File: config.mk
export PLATFORM = sky130hd
export DESIGN_NAME = mem_port_arbiter_flat
export DESIGN_NICKNAME = d
export VERILOG_FILES = /design/src/rtl/mem_port_arbiter_pkg.sv /design/src/rtl/mem_port_arbiter_if.sv /design/src/rtl/mem_port_arbiter_lat_counter.sv /design/src/rtl/mem_port_arbiter.sv /design/src/flat_wrapper.sv
export SDC_FILE = /design/constraint.sdc
export NUM_CORES = 1
export LEC_CHECK = 0
export ABC_AREA = 0
export CAP_MARGIN = 25
export CORE_UTILIZATION = 23
export CTS_CLUSTER_DIAMETER = 120
export CTS_CLUSTER_SIZE = 12
export DETAILED_ROUTE_END_ITERATION = 8
export PLACE_DENSITY = 0.55
export REMOVE_ABC_BUFFERS = 1
export SLEW_MARGIN = 20
export SYNTH_ARGS = -nofsm -noshare
export SYNTH_HDL_FRONTEND = slang
export SYNTH_SLANG_ARGS = --single-unit
File: constraint.sdc
create_clock -name clk -period 5.3 [get_ports clk]
set_input_delay 1.06 -clock clk [delete_from_list [all_inputs] [get_ports clk]]
set_output_delay 1.06 -clock clk [all_outputs]
set_load 0.02 [all_outputs]
File: src/rtl/mem_port_arbiter_pkg.sv
// Shared types and sizing for the IF/DM unified-memory port arbiter.
// Imported by the interface, the latency counter and the arbiter top.
package mem_arb_pkg;

    localparam int ADDR_W_DEF  = 32;
    localparam int DATA_W_DEF  = 32;
    localparam int MEM_LAT_MAX = 15;
    localparam int CNT_W       = $clog2(MEM_LAT_MAX + 1);

    typedef enum logic [1:0] {
        IDLE,
        BUSY,
        RESP
    } state_e;

    typedef enum logic {
        GNT_IF,
        GNT_DM
    } gnt_e;

endpackage

File: src/rtl/mem_port_arbiter_if.sv
// Bundle of the core-side request ports and the memory-side bus of the arbiter.
// slave = arbiter view; master = core plus memory model view.
interface mem_port_arbiter_if #(
    parameter int ADDR_W = mem_arb_pkg::ADDR_W_DEF,
    parameter int DATA_W = mem_arb_pkg::DATA_W_DEF
);

    logic              if_req;
    logic [ADDR_W-1:0] if_addr;
    logic [DATA_W-1:0] if_rdata;
    logic              if_ready;

    logic              dm_req;
    logic              dm_we;
    logic [ADDR_W-1:0] dm_addr;
    logic [DATA_W-1:0] dm_wdata;
    logic [DATA_W-1:0] dm_rdata;
    logic              dm_ready;

    logic              mem_en;
    logic              mem_we;
    logic [ADDR_W-1:0] mem_addr;
    logic [DATA_W-1:0] mem_wdata;
    logic [DATA_W-1:0] mem_rdata;

    logic              stall;

    modport slave (
        input  if_req, if_addr, dm_req, dm_we, dm_addr, dm_wdata, mem_rdata,
        output if_rdata, if_ready, dm_rdata, dm_ready,
        output mem_en, mem_we, mem_addr, mem_wdata, stall
    );

    modport master (
        output if_req, if_addr, dm_req, dm_we, dm_addr, dm_wdata, mem_rdata,
        input  if_rdata, if_ready, dm_rdata, dm_ready,
        input  mem_en, mem_we, mem_addr, mem_wdata, stall
    );

endinterface

File: src/rtl/mem_port_arbiter_lat_counter.sv
// Loadable down-counter with zero flag; times the MEM_LAT window of a BUSY access.
module mem_lat_counter
    import mem_arb_pkg::*;
#(
    parameter int W = CNT_W
) (
    input  logic         clk,
    input  logic         reset,
    input  logic         load,
    input  logic [W-1:0] load_val,
    input  logic         dec,
    output logic         zero
);

    logic [W-1:0] cnt_q;
    logic [W-1:0] cnt_d;

    // NOTE: default assigned first so no path through this block leaves cnt_d unassigned (no latch).
    always_comb begin
        cnt_d = cnt_q;
        if (load) begin
            cnt_d = load_val;
        end else if (dec && (cnt_q != '0)) begin
            cnt_d = cnt_q - 1'b1;
        end
    end

    // NOTE: non-blocking assignment keeps every flop sampling pre-edge values.
    always_ff @(posedge clk or negedge reset) begin
        if (!reset) begin
            cnt_q <= '0;
        end else begin
            cnt_q <= cnt_d;
        end
    end

    assign zero = (cnt_q == '0);

endmodule

File: src/rtl/mem_port_arbiter.sv
// Arbitrates IF and DM ports onto one single-port memory with a fixed MEM_LAT access time.
// Define MEM_PORT_ARB_RR_EN for round-robin on simultaneous requests; default is fixed DM priority.
module mem_port_arbiter
    import mem_arb_pkg::*;
#(
    parameter int ADDR_W  = ADDR_W_DEF,
    parameter int DATA_W  = DATA_W_DEF,
    parameter int MEM_LAT = 2
) (
    input logic               clk,
    input logic               reset,
    mem_port_arbiter_if.slave bus
);

    localparam logic [CNT_W-1:0] LAT_LOAD = CNT_W'(MEM_LAT - 1);

    state_e            state_q, state_d;
    gnt_e              gnt_q, gnt_d;
    gnt_e              win;
    logic              mem_en_q, mem_en_d;
    logic              mem_we_q, mem_we_d;
    logic [ADDR_W-1:0] mem_addr_q, mem_addr_d;
    logic [DATA_W-1:0] mem_wdata_q, mem_wdata_d;
    logic [DATA_W-1:0] if_rdata_q, if_rdata_d;
    logic [DATA_W-1:0] dm_rdata_q, dm_rdata_d;
    logic              if_ready_q, if_ready_d;
    logic              dm_ready_q, dm_ready_d;
    logic              cnt_load, cnt_dec, cnt_zero;

`ifdef MEM_PORT_ARB_RR_EN
    gnt_e last_gnt_q, last_gnt_d;
`endif

    mem_lat_counter #(.W(CNT_W)) u_lat_cnt (
        .clk      (clk),
        .reset    (reset),
        .load     (cnt_load),
        .load_val (LAT_LOAD),
        .dec      (cnt_dec),
        .zero     (cnt_zero)
    );

    // DM is the older instruction, so it wins ties unless round-robin is built in.
    always_comb begin
        win = GNT_DM;
`ifdef MEM_PORT_ARB_RR_EN
        if (bus.if_req && bus.dm_req) begin
            win = (last_gnt_q == GNT_DM) ? GNT_IF : GNT_DM;
        end else if (bus.if_req) begin
            win = GNT_IF;
        end
`else
        if (bus.if_req && !bus.dm_req) begin
            win = GNT_IF;
        end
`endif
    end

    always_comb begin
        state_d     = state_q;
        gnt_d       = gnt_q;
        mem_en_d    = mem_en_q;
        mem_we_d    = mem_we_q;
        mem_addr_d  = mem_addr_q;
        mem_wdata_d = mem_wdata_q;
        if_rdata_d  = if_rdata_q;
        dm_rdata_d  = dm_rdata_q;
        if_ready_d  = 1'b0;
        dm_ready_d  = 1'b0;
        cnt_load    = 1'b0;
        cnt_dec     = 1'b0;
`ifdef MEM_PORT_ARB_RR_EN
        last_gnt_d  = last_gnt_q;
`endif

        case (state_q)
            IDLE: begin
                if (bus.if_req || bus.dm_req) begin
                    state_d  = BUSY;
                    gnt_d    = win;
                    mem_en_d = 1'b1;
                    cnt_load = 1'b1;
`ifdef MEM_PORT_ARB_RR_EN
                    last_gnt_d = win;
`endif
                    if (win == GNT_DM) begin
                        mem_we_d    = bus.dm_we;
                        mem_addr_d  = bus.dm_addr;
                        mem_wdata_d = bus.dm_wdata;
                    end else begin
                        mem_we_d    = 1'b0;
                        mem_addr_d  = bus.if_addr;
                    end
                end
            end

            BUSY: begin
                if (cnt_zero) begin
                    state_d  = RESP;
                    mem_en_d = 1'b0;
                    mem_we_d = 1'b0;
                    if (gnt_q == GNT_IF) begin
                        if_rdata_d = bus.mem_rdata;
                        if_ready_d = 1'b1;
                    end else begin
                        // Stores leave the load-data register untouched.
                        if (!mem_we_q) begin
                            dm_rdata_d = bus.mem_rdata;
                        end
                        dm_ready_d = 1'b1;
                    end
                end else begin
                    cnt_dec = 1'b1;
                end
            end

            RESP: begin
                state_d = IDLE;
            end

            default: begin
                state_d = IDLE;
            end
        endcase
    end

    always_ff @(posedge clk or negedge reset) begin
        if (!reset) begin
            state_q     <= IDLE;
            gnt_q       <= GNT_IF;
            mem_en_q    <= 1'b0;
            mem_we_q    <= 1'b0;
            mem_addr_q  <= '0;
            mem_wdata_q <= '0;
            if_rdata_q  <= '0;
            dm_rdata_q  <= '0;
            if_ready_q  <= 1'b0;
            dm_ready_q  <= 1'b0;
        end else begin
            state_q     <= state_d;
            gnt_q       <= gnt_d;
            mem_en_q    <= mem_en_d;
            mem_we_q    <= mem_we_d;
            mem_addr_q  <= mem_addr_d;
            mem_wdata_q <= mem_wdata_d;
            if_rdata_q  <= if_rdata_d;
            dm_rdata_q  <= dm_rdata_d;
            if_ready_q  <= if_ready_d;
            dm_ready_q  <= dm_ready_d;
        end
    end

`ifdef MEM_PORT_ARB_RR_EN
    always_ff @(posedge clk or negedge reset) begin
        if (!reset) begin
            last_gnt_q <= GNT_IF;
        end else begin
            last_gnt_q <= last_gnt_d;
        end
    end
`endif

    assign bus.mem_en    = mem_en_q;
    assign bus.mem_we    = mem_we_q;
    assign bus.mem_addr  = mem_addr_q;
    assign bus.mem_wdata = mem_wdata_q;
    assign bus.if_rdata  = if_rdata_q;
    assign bus.if_ready  = if_ready_q;
    assign bus.dm_rdata  = dm_rdata_q;
    assign bus.dm_ready  = dm_ready_q;
    assign bus.stall     = (bus.if_req & ~if_ready_q) | (bus.dm_req & ~dm_ready_q);

endmodule

File: src/flat_wrapper.sv
// flat-port wrapper written by rule: the top's interface ports become plain ports
module mem_port_arbiter_flat import mem_arb_pkg::*;
#(
    parameter int ADDR_W  = ADDR_W_DEF,
    parameter int DATA_W  = DATA_W_DEF,
    parameter int MEM_LAT = 2
)
  (clk, reset, bus_if_req, bus_if_addr, bus_dm_req, bus_dm_we, bus_dm_addr, bus_dm_wdata, bus_mem_rdata, bus_if_rdata, bus_if_ready, bus_dm_rdata, bus_dm_ready, bus_mem_en, bus_mem_we, bus_mem_addr, bus_mem_wdata, bus_stall);
  mem_port_arbiter_if #(.ADDR_W(ADDR_W), .DATA_W(DATA_W)) bus_i ();
  input logic clk;
  input logic reset;
  input wire logic [$bits(bus_i.if_req)-1:0] bus_if_req;
  input wire logic [$bits(bus_i.if_addr)-1:0] bus_if_addr;
  input wire logic [$bits(bus_i.dm_req)-1:0] bus_dm_req;
  input wire logic [$bits(bus_i.dm_we)-1:0] bus_dm_we;
  input wire logic [$bits(bus_i.dm_addr)-1:0] bus_dm_addr;
  input wire logic [$bits(bus_i.dm_wdata)-1:0] bus_dm_wdata;
  input wire logic [$bits(bus_i.mem_rdata)-1:0] bus_mem_rdata;
  output wire logic [$bits(bus_i.if_rdata)-1:0] bus_if_rdata;
  output wire logic [$bits(bus_i.if_ready)-1:0] bus_if_ready;
  output wire logic [$bits(bus_i.dm_rdata)-1:0] bus_dm_rdata;
  output wire logic [$bits(bus_i.dm_ready)-1:0] bus_dm_ready;
  output wire logic [$bits(bus_i.mem_en)-1:0] bus_mem_en;
  output wire logic [$bits(bus_i.mem_we)-1:0] bus_mem_we;
  output wire logic [$bits(bus_i.mem_addr)-1:0] bus_mem_addr;
  output wire logic [$bits(bus_i.mem_wdata)-1:0] bus_mem_wdata;
  output wire logic [$bits(bus_i.stall)-1:0] bus_stall;
  assign bus_i.if_req = bus_if_req;
  assign bus_i.if_addr = bus_if_addr;
  assign bus_i.dm_req = bus_dm_req;
  assign bus_i.dm_we = bus_dm_we;
  assign bus_i.dm_addr = bus_dm_addr;
  assign bus_i.dm_wdata = bus_dm_wdata;
  assign bus_i.mem_rdata = bus_mem_rdata;
  assign bus_if_rdata = bus_i.if_rdata;
  assign bus_if_ready = bus_i.if_ready;
  assign bus_dm_rdata = bus_i.dm_rdata;
  assign bus_dm_ready = bus_i.dm_ready;
  assign bus_mem_en = bus_i.mem_en;
  assign bus_mem_we = bus_i.mem_we;
  assign bus_mem_addr = bus_i.mem_addr;
  assign bus_mem_wdata = bus_i.mem_wdata;
  assign bus_stall = bus_i.stall;
  mem_port_arbiter #(.ADDR_W(ADDR_W), .DATA_W(DATA_W), .MEM_LAT(MEM_LAT)) u_core (.clk(clk), .reset(reset), .bus(bus_i));
endmodule
Word-level counts from Yosys, hierarchy flattened
Index checks and enable logic that the tools add are counted.
W data, S select, Z words.
{"block": "word_totals", "regBits": 139, "out_inout_bits": 133, "wordCells": 61}
{"block": "op_classes", "add_sub_neg": 1, "n_eq_ne": 3, "mux": 23, "n_bitwise": 8, "n_reduce_logical": 15}
{"op": "$mux W32", "count": 1}
{"op": "$mux W1", "count": 15}
{"op": "$reduce_and A3 Y1", "count": 3}
{"op": "$mux W4", "count": 2}
{"op": "$not A1 Y1", "count": 5}
{"op": "$logic_not A4 Y1", "count": 1}
{"op": "$mux W2", "count": 2}
{"op": "$ne A2 B1 Y1 const B", "count": 2}
{"op": "$pmux W1 S2", "count": 2}
{"op": "$pmux W2 S2", "count": 1}
{"op": "$reduce_and A2 Y1", "count": 2}
{"op": "$reduce_and A4 Y1", "count": 1}
{"op": "$reduce_bool A2 Y1", "count": 2}
{"op": "$reduce_bool A4 Y1", "count": 1}
{"op": "$sub A4 B1 Y4 const B", "count": 1}
{"op": "$and A1 B1 Y1", "count": 2}
{"op": "$eq A2 B1 Y1 const B", "count": 1}
{"op": "$logic_and A1 B1 Y1", "count": 2}
{"op": "$logic_not A2 Y1", "count": 1}
{"op": "$logic_not A1 Y1", "count": 1}
{"op": "$logic_or A1 B1 Y1", "count": 1}
{"op": "$or A1 B1 Y1", "count": 1}

Logic depth before layout (Yosys ltp)
{"block": "depth", "depth_word": 6, "ltp_mapped": 6}

Cells and area by module
From an unflattened synthesis, not the netlist that was laid out.
{"block": "hier_totals", "hier_cells": 362, "hier_area_um2": 5763.0}
{"module": "mem_port_arbiter", "instances": 1, "cells_each": 335, "area_per_inst_um2": 5492.8, "seq_area_each_um2": 3378.2}
{"module": "mem_lat_counter", "instances": 1, "cells_each": 27, "area_per_inst_um2": 270.3, "seq_area_each_um2": 100.1}

Worst setup path before layout
OpenSTA, ideal clock, no wires.
{"block": "synth_timing", "path_type": "input -> output", "start": "in bus_if_req", "end": "out bus_stall", "arrival_ps": 1453, "slack_ps": 2787, "stages": 2, "n_path_buf": 0, "path_cell_list": "inv_1 -> o22ai_1"}
{"block": "synth_via", "elab_chain_cells": 2}
{"element": "start: declaration", "line_no": "flat_wrapper.sv:12", "text": "input wire logic [$bits(bus_i.if_req)-1:0] bus_if_req;"}
{"element": "$and A1 B1 Y1", "line_no": "mem_port_arbiter.sv:171", "text": "assign bus.stall = (bus.if_req & ~if_ready_q) | (bus.dm_req & ~dm_ready_q);"}
{"element": "$or A1 B1 Y1", "line_no": "mem_port_arbiter.sv:171"}
{"element": "end: declaration", "line_no": "flat_wrapper.sv:27", "text": "output wire logic [$bits(bus_i.stall)-1:0] bus_stall;"}
No other way between the ends.

Worst setup path in the final report
Ends and elaborated chain as after synthesis.

==> key figures <==
Synth
  • Yosys cell types: 28
  • Register bit count reported by yosys: ~140
  • Sequential share of the synthesized area: 0.634
  • Avg Inst Size Synth: 13.8 sq um
  • Yosys warnings: 0
  • Cells after Synth: between 300 and 400
  • Mapped Area: approximately 5500 sq um

Routing
  • DRT iter0 DRCs: 130
  • Vias per cell: 4.32
  • Total wire length: between 15 and 20 mm
  • Via count: 4294
  • Final ANT Viol Nets: 0
  • DRC: 0
  • DR WL/cell: ~17 microns
  • Initial DRT Pass Iterations: 4

Outcome
  • Run status: finished clean

Worst hold path
  • Worst hold path class: reg -> reg
  • HP Start: u_core.bus.if_rdata[4]

Floorplanning
  • Core footprint: between 20000 and 25000 sq um
  • Die area: about 24000 sq um
  • Initial core utilization: 0.234
  • Ports: 266
  • Die width: 156 microns
  • Cell row count: 56
  • DIE HEIGHT: around 160 microns

Critical path
  • Critical path arrival: 2.54 ns
  • Critical Path Fanout Max: 5
  • CP cell instances: clkdlybuf4s50_1 > inv_1 > o22ai_1 > clkdlybuf4s50_1
  • Max stage delay on crit path: ~0.63 ns
  • CP max stage cell: clkdlybuf4s50_1
  • Reg2reg start: u_core.u_lat_cnt.cnt_q[0]
  • Worst Setup End Kind: output port
  • Critical Path Source Type: primary input
  • CP dominant cell by count: clkdlybuf4s50_1
  • Critical path class: in -> out
  • Critical path required time: 4.24 ns
  • Critical Path Start: bus_if_req

Global route
  • First-pass GRT wire length: roughly 26 mm
  • Initial antenna violation count: 0
  • Largest net degree at the start of global routing: 103
  • Gr ovfl total: 0
  • Total track usage: 0.138
  • Number of global-route vias before repair: 4648

STA
  • Final Hold Violating Endpoints: 0
  • # setup viols final: 0
  • Max Freq: approximately 280 MHz
  • Setup TNS: 0 ns
  • Setup ws final: 1.70 ns
  • RSZ-0062 raised after global routing: false
  • Post-route minimum period: between 3 and 4 ns
  • Clock skew: roughly 0.0076 ns
  • Slew Limit Fails: 0
  • Least-Margin Pin Slew: about 0.77 ns
  • Tcrit/Tclk final: 0.680
  • Headroom to the max-slew limit: 0.484

Clocking
  • Clock Sinks: around 140
  • Clk slew on worst S/H paths: roughly 0.060 ns
  • Number of buffers created by CTS: 17
  • Setup Buffers After CTS: 0
  • CTS resizes: 0
  • CTS tree: done
  • CTS H-Tree Depth: 4
  • CTS root buffer: clkbuf_16
  • Clock latency on the worst-skew pair: around 0.41 ns
  • CTS max path bufs: 2
  • Hold Buf Count CTS: 0

Placement
  • Placer Congestion: about 0.79
  • I/O Buffers: between 200 and 300
  • Final HPWL DP: around 12 mm
  • Pre-CTS setup slack: 1.71 ns

Layout
  • Fin util: 0.390
  • Layout cells sized above 1: 0.206
  • # diodes: 0
  • P&R area growth vs syn: 66.3%
  • Post-layout nets: 796

Power
  • Leak pwr: ~3.7 nW
  • Max VDD drop: around 0.25 mV
  • Cell Pwr Density: ~640 nW/um^2

Run
  • Max-cap viol count: 0
placed cells by master, fill, tap and decap left out, types with 3 or more instances in the layout:
cell type / count
mux2_1: 8
clkdlybuf4s50_1: 264
mux2_2: 93
o22ai_1: 32
dfrtp_1: 139
clkbuf_16: 17
o21ai_1: 6
inv_1: 7
buf_4: 3
clkinv_2: 4
clkinvlp_4: 4
o21ai_0: 57
inv_6: 3
final timing paths:
kind,end,slack (ns),cells past startpoint
worst max-delay path,bus_stall,1.70,4
worst min-delay path,u_core.bus.if_rdata[4],0.49,1
worst max register to register,u_core.bus.if_rdata[6],3.23,6
worst min register to register,u_core.bus.if_rdata[4],0.49,1
max in group asynchronous,u_core.bus.dm_rdata[18],3.53,3
min in group asynchronous,u_core.bus.mem_addr[31],0.53,1
worst max-delay path, delay by kind of cell:
kind	cells	cell delay, ns
compound gates	1	0.16
buf+inv	3	1.32
stage by stage:
stage	total power [mW]	cells	hold slack [ns]	cell area [sq um]
floorplan	3.26	370	0.497	5370
global placement	4.62	957	0.479	8460
detailed placement	4.70	958	0.481	8490
CTS	5.92	990	0.496	9060
global route	6.18	993	0.522	9120
finish	5.84	993	0.488	9120
state kept, by name, indices dropped and copies added, names as in the netlist:
name,count
u_core.bus.if_ready,1
u_core.bus.mem_en,1
u_core.bus.mem_we,1
u_core.bus.mem_addr,32
u_core.bus.if_rdata,32
u_core.bus.dm_rdata,32
u_core.bus.mem_wdata,32
u_core.gnt_q,1
u_core.u_lat_cnt.cnt_q,4
u_core.state_q,2
u_core.bus.dm_ready,1
logic make-up after synthesis:
family          share of synthesized area
compound gates                      0.103
buf+inv                            0.0255
simple gates                       0.0258
flops                               0.634
mux                                 0.207
fa+ha+maj                         0.00456
metal layers:
layer	routed length, microns	global-route usage
met1	6630	0.160
met2	8780	0.240
met3	755	0.0327
met4	413	0.0635
met5	0	0
cell type report:
type / instances / area (sq um)
Fill cell: 2272 / 14300
Multi-Input combinational cell: 224 / 1890
Inverter: 7 / 26.3
Clock buffer: 18 / 429
Timing Repair Buffer: 272 / 2750
Clock inverter: 14 / 145
Tap cell: 319 / 399
Sequential cell: 139 / 3480
where the power goes:
part / internal (mW) / leakage (nW) / switching, mW / total [mW]
Sequential: 1.59 / 1.66 / 0.284 / 1.87
Combinational: 1.44 / 1.75 / 1.36 / 2.80
Clock: 0.694 / 0.273 / 0.479 / 1.17
cell usage after synthesis:
library cell	number	area (sq um)
dfrtp_1	139	3480
mux2_2	93	1050
o21ai_0	58	290
o22ai_1	32	200
clkbuf_1	14	52.6
buf_2	10	50.1
mux2_1	8	90.1
inv_1	7	26.3
o21ai_1	6	30.0
buf_1	3	11.3
nor2_1	3	11.3
a21o_1	2	15.0
a21oi_1	2	10.0
ha_1	2	25.0
nand2_1	2	7.51
nand2b_1	2	12.5
nor2b_1	2	12.5
or4_1	2	15.0
a32o_1	1	10.0
and2b_1	1	7.51
and3_1	1	6.26
nand3b_2	1	11.3
nand4b_2	1	15.0
nor3b_1	1	7.51
nor3b_4	1	18.8
o221ai_1	1	8.76
or2_1	1	6.26
or4b_1	1	10.0
Note: power is estimated with default switching activity, not from simulation.
==> edit 1, RTL diff (same settings) <==
`mem_wdata_q` no longer has a reset.
--- a/src/rtl/mem_port_arbiter.sv
+++ b/src/rtl/mem_port_arbiter.sv
@@ -131,7 +131,6 @@
             mem_en_q    <= 1'b0;
             mem_we_q    <= 1'b0;
             mem_addr_q  <= '0;
-            mem_wdata_q <= '0;
             if_rdata_q  <= '0;
             dm_rdata_q  <= '0;
             if_ready_q  <= 1'b0;
@@ -142,12 +141,15 @@
             mem_en_q    <= mem_en_d;
             mem_we_q    <= mem_we_d;
             mem_addr_q  <= mem_addr_d;
-            mem_wdata_q <= mem_wdata_d;
             if_rdata_q  <= if_rdata_d;
             dm_rdata_q  <= dm_rdata_d;
             if_ready_q  <= if_ready_d;
             dm_ready_q  <= dm_ready_d;
         end
+    end
+
+    always_ff @(posedge clk) begin
+        mem_wdata_q <= mem_wdata_d;
     end
 
 `ifdef MEM_PORT_ARB_RR_EN
Formal check against the unedited RTL: not equivalent (a bounded check fails within 4 cycles, from zero or initial values and one cycle with reset low).
==> edit 1 against the unedited design <==
  * Non-clock buffer count shrank 1
  * Design area down 0.80%
  * Critical path depth is the same
  * Power shrank 5.5%
  * Critical path type unchanged
  * Wire length decreased by 2.6%
  * Synthesized area shrank 0.68%
  * First-iteration DRC count grew 7.7%
  * Critical endpoint unchanged
  * Setup slack got worse by 100 ps
  * Sequential cell count did not move
==> edit 1: results (changes against the unedited design) <==
[global_routing]
grt_max_degree=70  ; was 103
gr-usage-all-layers_pct=13.6  ; was 13.8%
grt_pass1_vias=4377  ; was 4648
grt_first_pass_wirelength_um=25000  ; was 25600 um

[detailed_routing]
wl_met3_um=851  ; was 755 um
wirelength_um=16100  ; was 16600 um
wl_met1_um=6720  ; was 6630 um
drt_iter0_drc=140  ; was 130

[placement]
preCtsSetupSlack_ps=1590  ; was 1710 ps
dp_hpwl_um=11500  ; was 11700 um
gp_congestion=0.738  ; was 0.789

[worst_setup_path]
r2r_slack_ps=2590  ; was 3230 ps
r2r_end=u_core.bus.dm_rdata[25]  ; was u_core.bus.if_rdata[6]
r2r_start=u_core.state_q[0]  ; was u_core.u_lat_cnt.cnt_q[0]
cpPeakStageDelay_ps=690  ; was 630 ps
reg2regPathDepth=3  ; was 6
arrival_ps=2640  ; was 2540 ps

[logic_synthesis]
synth_area_leaders=dfrtp_1 49%, edfxtp_1 18%, mux2_4 8.3%  ; was dfrtp_1 63%, mux2_2 19%, o21ai_0 5.3%
synth_compound_area_share_pct=10.6  ; was 10.3%
synth_mux_area_share_pct=16.5  ; was 20.7%
synth_commonest_cells=107 x dfrtp_1, 61 x o21ai_0, 37 x mux2_2  ; was 139 x dfrtp_1, 93 x mux2_2, 58 x o21ai_0
synth_cell_types=30  ; was 28
synth_fa_ha_area_share_pct=0.459  ; was 0.456%
synthArstFlopShare_pct=77.0  ; was 100%
ys_seq_area_share_pct=66.8  ; was 63.4%

[power]
irDropWorstVdd_uv=230  ; was 253 uV
p_leak_nw=3.68  ; was 3.69 nW

[outcome]
status=finished, final reports clean  ; unchanged

[timing]
maxSlewHeadroom_pct=38.1  ; was 48.4%
min_period_ps=3700  ; was 3600 ps
finClkSkew_ps=9.67  ; was 7.55 ps

[clock_network]
cts_buffers=17  ; unchanged

[layout]
drive_gt1_share_pct=17.3  ; was 20.6%

-- edit 1: cell types whose count changed in the layout (fill, tap and decap cells not counted), moves of 3 or more --
cell      change
mux2_1        -6
o21ai_0       +3
clkinv_2      -4
dfrtp_1      -32
mux2_2       -56
buf_4         +3
edfxtp_1     +32
mux2_4       +30
o21ai_1       -4
-- edit 1: cells by family after synthesis --
| kind of cell | count (synthesis) |
|---|---|
| flip-flops | 139 |
| multiplexers | 70 |
| buffers and inverters | 32 |
| AND/OR/NAND/NOR | 16 |
| AO/OA/AOI/OAI | 103 |
| adder cells (fa/ha/maj) | 2 |
-- edit 1: how the worst min path moves through the flow --
stage | start | endpoint | slack [ps] | cells past startpoint
2_1_floorplan | u_core.u_lat_cnt.cnt_q[1] | u_core.u_lat_cnt.cnt_q[1] | 520 | 2
5_1_grt | u_core.bus.mem_en | u_core.bus.mem_en | 500 | 1
3_3_place_gp | u_core.bus.mem_en | u_core.bus.mem_en | 470 | 1
4_1_cts | u_core.bus.mem_en | u_core.bus.mem_en | 490 | 1
6_report | u_core.bus.mem_en | u_core.bus.mem_en | 480 | 1
3_5_place_dp | u_core.bus.mem_en | u_core.bus.mem_en | 470 | 1
-- edit 1: final cells by class --
type / count / area (sq um) / area share, %
clock inverters: 15 / 208 / 2.29
well taps: 313 / 392 / 4.33
clock buffers: 17 / 425 / 4.70
multi-input cells: 191 / 1660 / 18.3
inverters: 8 / 30.0 / 0.332
flip-flops and latches: 139 / 3640 / 40.2
repair buffers: 271 / 2700 / 29.9
-- edit 1: metal layers --
layer / up-vias / global-route usage (%)
met4: 0 / 4.15
met3: 9 / 3.83
met1: 2006 / 15.8
met5: - / 0
li1: 1872 / -
met2: 135 / 24.0
-- edit 1: power by group --
part	internal, W	switching [W]	total, W
clock network	0.000797	0.000498	0.00130
logic	0.00125	0.00118	0.00243
registers	0.00156	0.000240	0.00180
total	0.00360	0.00192	0.00552
-- edit 1: through the flow --
step	instances	hold WS, ps	area, sq um	power [W]	utilization [%]
6_report	954	479	9050	0.00552	39.5
2_1_floorplan	338	517	5310	0.00303	-
5_1_grt	954	501	9050	0.00583	39.5
4_1_cts	954	485	9050	0.00561	39.5
3_3_place_gp	921	467	8400	0.00421	36.7
3_5_place_dp	922	467	8420	0.00428	36.7
==> edit 2, RTL diff (config.mk and constraints unchanged) <==
Without the edit above. Change the package constant `ADDR_W_DEF` from 32 to 48.
--- a/src/rtl/mem_port_arbiter_pkg.sv
+++ b/src/rtl/mem_port_arbiter_pkg.sv
@@ -2,7 +2,7 @@
 // Imported by the interface, the latency counter and the arbiter top.
 package mem_arb_pkg;
 
-    localparam int ADDR_W_DEF  = 32;
+    localparam int ADDR_W_DEF  = 48;
     localparam int DATA_W_DEF  = 32;
     localparam int MEM_LAT_MAX = 15;
     localparam int CNT_W       = $clog2(MEM_LAT_MAX + 1);
Interface: changed (resized bus_dm_addr, bus_if_addr and bus_mem_addr); port bits go from 266 to 314. No check against the original RTL was run, so the function may have changed too.
==> edit 2 against the unedited design <==
  * The run now ends with DRC left
  * Non-clock buffer count increased by 50
  * Sequential cell count rose by 16
  * Setup slack better by 40 ps
  * Synthesized area increased by 13%
  * Final cell count grew 13%
  * Wire length rose by 20%
  * First-iteration DRC count rose by 37%
  * Power grew 10%
  * Global-route usage rose by 1.0 points
  * Critical path depth did not move
  * Design area increased by 13%
==> edit 2: results (changes against the unedited design) <==
[worst_setup_path]
cpPeakStageDelay_ps=640
arrival_ps=2500  ; was 2540 ps
cp_max_fo=5  ; unchanged
r2r_end=u_core.bus.if_rdata[7]  ; was u_core.bus.if_rdata[6]
r2r_start=u_core.u_lat_cnt.cnt_q[0]  ; unchanged
reg2regPathDepth=6  ; unchanged
r2r_slack_ps=2970  ; was 3230 ps

[global_routing]
gr-usage-all-layers_pct=14.8  ; was 13.8%
antenna_found_initial=1  ; was 0
grt_first_pass_wirelength_um=31800  ; was 25600 um
grt_max_degree=88  ; was 103
grt_pass1_vias=5413  ; was 4648

[placement]
io_buffers=313  ; was 265
dpl_cell_area_sq_um=9740  ; was 8490 sq um
dp_hpwl_um=13800  ; was 11700 um
dp_cells=1087  ; was 958
gp_congestion=0.764  ; was 0.789

[detailed_routing]
vias=5012  ; was 4294
avgRoutedWirePerCell_um=17.8  ; was 16.7 um
first_pass_iters=6  ; was 4
drcViolationCount=10  ; was 0
drt_iter0_drc=178  ; was 130
wirelength_um=19900  ; was 16600 um

[logic_synthesis]
synth_cell_types=28  ; unchanged
ys_seq_area_share_pct=62.5  ; was 63.4%
synth_area_leaders=dfrtp_1 62%, mux2_2 14%, o21ai_0 6.4%  ; was dfrtp_1 63%, mux2_2 19%, o21ai_0 5.3%
synth-xor-area-share_pct=0  ; unchanged
synth_area_per_cell_sq_um=13.4  ; was 13.8 sq um
synth_compound_area_share_pct=12.2  ; was 10.3%
synth_mux_area_share_pct=19.8  ; was 20.7%
synth_commonest_cells=155 x dfrtp_1, 80 x o21ai_0, 77 x mux2_2  ; was 139 x dfrtp_1, 93 x mux2_2, 58 x o21ai_0
synth_fa_ha_area_share_pct=0.403  ; was 0.456%
ys_warn_count=0  ; unchanged

[timing]
finClkSkew_ps=13.5  ; was 7.55 ps
worst_slew_pin_slew_ps=840  ; was 775 ps

[clock_network]
clk_pin_slew_ps=60  ; about the same
htreeDepth=4  ; unchanged
cts_resized=0  ; unchanged
cts_root_buf=clkbuf_16  ; unchanged

[outcome]
status=finished with violations  ; was finished, final reports clean
violations=DRC

[layout]
drive_gt1_share_pct=16.1  ; was 20.6%
nets=938  ; was 796
diodes=0  ; unchanged
largest_reg_flops=48

[min_path]
hold_start=u_core.bus.mem_en  ; was u_core.bus.if_rdata[4]
worstHoldEndpoint=u_core.bus.mem_en  ; was u_core.bus.if_rdata[4]
hold_class=reg -> reg  ; unchanged

[power]
irDropWorstVdd_uv=273  ; was 253 uV
p_leak_nw=4.16  ; was 3.69 nW

-- edit 2: changes by cell type after synthesis, moves of 2 or more --
cell	delta
o21ai_0	+22
mux2_1	+24
dfrtp_1	+16
buf_1	-3
o21ai_1	+2
buf_2	+9
mux2_2	-16
o22ai_1	+12
-- edit 2: stage by stage --
step	total power, W	worst slack (ps)	hold WS (ps)
global placement	0.00521	1750	466
global route	0.00681	1640	505
floorplan	0.00360	1170	497
CTS	0.00655	1740	490
finish	0.00644	1740	488
detailed placement	0.00524	1750	476
-- edit 2: cell type report --
type | count | area [sq um]
Inverter | 7 | 26.3
Sequential cell | 155 | 3880
Timing Repair Buffer | 322 | 3230
Multi-Input combinational cell | 268 | 2180
Tap cell | 335 | 419
Clock inverter | 13 | 159
Fill cell | 2555 | 15900
Clock buffer | 19 | 443
-- edit 2: kinds of logic after synthesis --
logic type,count (synthesis)
AND/OR/NAND/NOR,19
multiplexers,109
buffers and inverters,39
flip-flops,155
adder cells (fa/ha/maj),2
AO/OA/AOI/OAI,138
-- edit 2: worst reg2reg max path, delay by kind of cell (launching register included) --
family                     cells  cell delay [ps]
DFF                            1              370
and+or+nand+nor                2              860
muxes                          1              320
adders and majority gates      1              180
buffers and inverters          2              480
-- edit 2: worst max-delay path by stage --
| stage | start | endpoint | slack (ps) | cells after the start |
|---|---|---|---|---|
| floorplan | bus_dm_req | u_core.bus.mem_wdata[0] | 1170 | 2 |
| global placement | bus_dm_req | bus_stall | 1750 | 4 |
| detailed placement | bus_dm_req | bus_stall | 1750 | 4 |
| CTS | bus_dm_req | bus_stall | 1740 | 4 |
| global route | bus_dm_req | bus_stall | 1640 | 4 |
| finish | bus_dm_req | bus_stall | 1740 | 4 |
-- edit 2: power by group --
| group | total [W] | switching, W | leakage (nW) | internal [W] |
|---|---|---|---|---|
| Clock | 0.00126 | 0.000536 | 0.289 | 0.000721 |
| Combinational | 0.00312 | 0.00156 | 2.01 | 0.00157 |
| Sequential | 0.00206 | 0.000294 | 1.86 | 0.00176 |
| Total | 0.00644 | 0.00239 | 4.16 | 0.00405 |
-- edit 2: routing by layer --
metal / track usage (%) / vias to the layer above / wire length, um
met1: 17.6 / 2519 / 8250
met3: 4.29 / 18 / 1220
met4: 4.51 / 2 / 297
li1: - / 2326 / -
met5: 0 / - / 13
met2: 25.9 / 147 / 10100
